$ cat config.mk
export PLATFORM = sky130hd
export DESIGN_NAME = updown_mod_counter
export DESIGN_NICKNAME = d
export VERILOG_FILES = /design/src/rtl/updown_mod_counter_pkg.sv /design/src/rtl/updown_mod_counter_prescaler.sv /design/src/rtl/updown_mod_counter.sv
export SDC_FILE = /design/constraint.sdc
export NUM_CORES = 1
export LEC_CHECK = 0
export CORE_ASPECT_RATIO = 0.7
export CORE_MARGIN = 1.5
export CORE_UTILIZATION = 45
export DETAILED_ROUTE_END_ITERATION = 10
export GPL_ROUTABILITY_DRIVEN = 1
export PLACE_DENSITY = 0.76
export SYNTH_ARGS = -nofsm -noshare
export SYNTH_HDL_FRONTEND = slang
export SYNTH_HIERARCHICAL = 1
export SYNTH_SLANG_ARGS = --single-unit
$ cat constraint.sdc
create_clock -name clk -period 1.91 [get_ports clk]
set_input_delay 0.382 -clock clk [delete_from_list [all_inputs] [get_ports clk]]
set_output_delay 0.382 -clock clk [all_outputs]
set_load 0.05 [all_outputs]
$ cat src/rtl/updown_mod_counter_pkg.sv
// Shared definitions for the up/down modulo counter.
// Mode command encoding on the 2-bit `state` input.
package updown_mod_counter_pkg;

  typedef enum logic [1:0] {
    ST_HOLD  = 2'b00,
    ST_CLEAR = 2'b01,
    ST_RUN   = 2'b10,
    ST_LOAD  = 2'b11
  } mode_e;

  // Width of the prescaler phase counter; covers PRESC_DIV up to 2^20-1.
  localparam int unsigned PRESC_CW = 20;

endpackage

$ cat src/rtl/updown_mod_counter_prescaler.sv
// count_prescaler: free-running divide-by-PRESC_DIV.
// `tick` is high in the cycle where the phase counter sits on its last value.
// Dropping `en` clears the phase counter, which discards any partial period.
module count_prescaler
  import updown_mod_counter_pkg::*;
#(
  parameter int unsigned PRESC_DIV = 50000
) (
  input  logic clk,
  input  logic rst,
  input  logic en,
  output logic tick
);

  localparam logic [PRESC_CW-1:0] LAST = PRESC_CW'(PRESC_DIV - 1);

  logic [PRESC_CW-1:0] phase;

  // Phase counter: runs 0..PRESC_DIV-1 while enabled, held at 0 otherwise.
  always_ff @(posedge clk) begin
    if (rst || !en) begin
      phase <= '0;
    end else if (phase == LAST) begin
      phase <= '0;
    end else begin
      phase <= phase + 1'b1;
    end
  end

  assign tick = en && (phase == LAST);

endmodule

$ cat src/rtl/updown_mod_counter.sv
// updown_mod_counter: up/down modulo counter with hold/clear/run/load modes,
// runtime terminal value and a one-cycle registered roll pulse on wrap.
// Build option: define UPDOWN_MOD_COUNTER_PRESCALE_EN to advance only once
// every PRESC_DIV cycles while in RUN; otherwise RUN advances every cycle.
module updown_mod_counter
  import updown_mod_counter_pkg::*;
#(
  parameter int unsigned WIDTH     = 7,
  parameter int unsigned PRESC_DIV = 50000
) (
  input  logic             clk,
  input  logic             rst,
  input  logic             ud,
  input  logic [1:0]       state,
  input  logic [WIDTH-1:0] load_val,
  input  logic [WIDTH-1:0] max_val,
  output logic [WIDTH-1:0] count,
  output logic             roll
);

  // Reject an out-of-range divide ratio at elaboration.
  if (PRESC_DIV < 1 || PRESC_DIV > (1 << PRESC_CW) - 1) begin : g_bad_presc
    $error("updown_mod_counter: PRESC_DIV out of range 1..2^20-1");
  end

  mode_e            mode;
  logic             advance;
  logic [WIDTH-1:0] count_d;
  logic             roll_d;

  assign mode = mode_e'(state);

`ifdef UPDOWN_MOD_COUNTER_PRESCALE_EN
  count_prescaler #(
    .PRESC_DIV(PRESC_DIV)
  ) u_prescaler (
    .clk (clk),
    .rst (rst),
    .en  (mode == ST_RUN),
    .tick(advance)
  );
`else
  assign advance = 1'b1;
`endif

  // Next count and roll from mode, direction and terminal value.
  always_comb begin
    count_d = count;
    roll_d  = 1'b0;
    case (mode)
      ST_HOLD:  count_d = count;
      ST_CLEAR: count_d = '0;
      ST_LOAD:  count_d = (load_val > max_val) ? max_val : load_val;
      ST_RUN: begin
        if (advance) begin
          if (ud) begin
            // Up: anything at or past the terminal wraps to zero.
            if (count >= max_val) begin
              count_d = '0;
              roll_d  = 1'b1;
            end else begin
              count_d = count + 1'b1;
            end
          end else begin
            // Down: zero wraps to the terminal; a count left above a lowered
            // terminal is pulled back to it without a roll.
            if (count == '0) begin
              count_d = max_val;
              roll_d  = 1'b1;
            end else if (count > max_val) begin
              count_d = max_val;
            end else begin
              count_d = count - 1'b1;
            end
          end
        end
      end
      default: count_d = count;
    endcase
  end

  // Count and roll registers with synchronous reset.
  always_ff @(posedge clk) begin
    if (rst) begin
      count <= '0;
      roll  <= 1'b0;
    end else begin
      count <= count_d;
      roll  <= roll_d;
    end
  end

endmodule

==> impl_results.md <==
- Die area: 2881 µm²
- Detailed placer's ending HPWL: 3217 µm
- Failing checks: negative setup slack
- PortBufs: 26
- Synth Warn #: 6
- Total GRT Usage: 0.3220
- Primary FF master, synth: dfxtp_1
- Die H: 45.36 µm
- Slew HR: 0.6665
- WL/cell: 19.64 µm
- Area of the multi-input gates: 1206 µm²
- Switch share: 0.4596
- DRC Markers: 0
- Pin count of the biggest net entering global routing: 12
- Count of max-cap constraint violations: 0
- Clk_lat worst skew: 0.28 ns
- Nets: 266
- Worst setup SP type: flop
- First-pass GRT wire length: 6803 µm
- ANT cells: 0
- Slack of the critical path: -0.06804 ns
- Synthesized area per cell: 7.395 µm²
- Most frequent cell after synthesis: ha_1
- Placed cell area: 1787 µm²
- I/O Pins: 27
- Fmax: 505.6 MHz
- NetSw: 511.1 µW
- Clock Tree Root: clkbuf_4
- Initial drt markers: 153
- Clock tree from TritonCTS: done
- EDFF count, synth: 0
- Arrival @ worst endpoint: 2.13 ns
- Fraction of the cycle the final worst path needs: 1.036
- Clock power share: 0.138
- Mapped Cells: 156
- Ys async rst share: 0
- Row Count: 15
- Max Buffers Root-to-Sink: 2
- ANT nets after route: 0
- Filler Cell Count: 129
- Final min period: 1.978 ns
- Hold crit path type: input pin to flop
- Unique cell type count in the Yosys netlist: 39
- P per Cell Area: 532.9 nW/µm²
- Top post-synthesis cells by count: 16 x ha_1, 15 x a21oi_1, 13 x o21ai_0
- Post-synth top area share: 0.1735
- Drt via density: 6.270
- Critical path type: flop to flop
- Status: complete, but fails checks
- Unrepaired setup endpoints after global routing: yes
- Syn nets: 191
- Initial Util: 0.4728
- Layout cells sized above 1: 0.5371
- CTS clk-pin slew, worst paths: 0.07 ns
- Setup Skew: 0.005270 ns
- Data required, critical path: 2.07 ns
- Gate power share: 0.684
- Mapped Area: 1154 µm²
- Vias post-DR: 1649
- Crit-path max FO: 3
- Fin Setup TNS: -0.1824 ns
- Initial antenna violation count: 0
- Placed Cells incl. Taps: 256
- CORE AREA: 2440 µm²
- VDD IR max: 0.0003380 V
- Clk sinks: 8
- Gpl congestion: 0.9435
- Internal: 601.1 µW
- # setup viols final: 5
- Cell taking the most area after synthesis: ha_1
- Post-route insts no fill: 263
- WL final: 5166 µm
- Sequential area share after synthesis: 0.1388
- H-Tree Depth: 1
- Seq cells post-synth: 8
- Worst-Margin Slew: 0.4987 ns
- Hold Fails Final Rpt: 0
- Worst setup EP type: flop
- Die width: 63.52 µm
- Final Cell Area: 2087 µm²
- Top post-synthesis cells by area: ha_1 17%, dfxtp_1 14%, a21oi_1 6.5%
- Layout area overhead: 80.91%
- Sequential power share: 0.178
- Leakage: 0.0009058 µW
- Drt pass-1 iters: 5
- Slew Viols, Final: 0
- Grt ovf: 0
- Total CTS buffers: 3
- Register Area: 178.9 µm²
- Vias in the first global route: 1468
-- routing by layer --
metal  wire [µm]  vias up  GRT usage
li1            -      738          -
met3         503       32    0.07980
met2        2379      124     0.5916
met5           0        -          0
met1        2014      755     0.3780
met4         268        0     0.1043
-- through the flow --
| stage | utilization | power [µW] | hold WS [ns] | setup slack (ns) |
|---|---|---|---|---|
| after detailed placement | 0.7323 | 805.2 | 0.6391 | -0.7780 |
| after global routing | 0.8554 | 1151 | 0.5455 | -0.1098 |
| after global placement | 0.7323 | 785.0 | 0.5914 | -0.7455 |
| after CTS | 0.8005 | 1003 | 0.5553 | 0.002568 |
| after floorplan | - | 557.3 | 0.4689 | -0.003955 |
| final | 0.8554 | 1112 | 0.5056 | -0.06804 |
-- logic make-up after synthesis --
kind of cell	count (synthesis)	synth area share
compound gates	53	0.2896
simple gates	53	0.2462
fa+ha+maj	16	0.1735
buf+inv	14	0.05314
flops	8	0.1388
xor+xnor	7	0.05315
mux	5	0.04555
-- worst paths after layout --
kind | depth (start not counted) | to | from | slack, ns
hold / removal | 4 | count[3] | load_val[3] | 0.51
setup / recovery | 7 | count[6] | count[4] | -0.07
setup reg to reg | 7 | count[6] | count[4] | -0.07
hold reg to reg | 3 | count[3] | count[3] | 0.64
-- registers in the layout, summed over array words and instances, names as in the netlist --
| signal | flops |
|---|---|
| count | 7 |
| roll | 1 |
-- what timing repair did --
action	4_1_cts	5_1_grt
hold buffers	0	0
cloned	0	0
resized for setup	66	37
endpoints found under the setup margin	9	7
pin swaps	13	21
buffers inserted	1	4
-- critical path, cell delays in order, from the launching register on --
cell	delay (ns)
dfxtp_4	0.35
ha_1	0.32
nand4_1	0.19
or2_4	0.31
o21ai_0	0.28
a21oi_1	0.14
a31oi_1	0.18
o32ai_1	0.09
-- power by group through the flow --
stage	registers (µW)	clock network, µW	logic, µW
2_1_floorplan	263	0	294
3_3_place_gp	198	0	587
3_5_place_dp	199	0	606
4_1_cts	196	143	663
5_1_grt	200	157	794
6_report	198	153	760
-- placed cells by master, fill, tap and decap left out, types with 5 or more instances in the layout --
cell             Yosys  routed
o21ai_0             13       5
nand3_1             10       9
xnor2_1              7       7
clkbuf_2             0       5
ha_1                16       8
clkdlybuf4s50_1      0       5
nand2_1             10       9
a21oi_2              0       6
nor2_1              12      11
buf_6                1       9
a21oi_1             15       6
buf_4                0      47
inv_2                0       5
ha_4                 0       8
-- final cells by class --
type,count,share of cell area
multi-input cells,134,0.5779
flip-flops and latches,8,0.08573
inverters,11,0.02218
well taps,34,0.02038
repair buffers,73,0.2830
clock buffers,3,0.01079
Power figures use the tool's default switching activity.
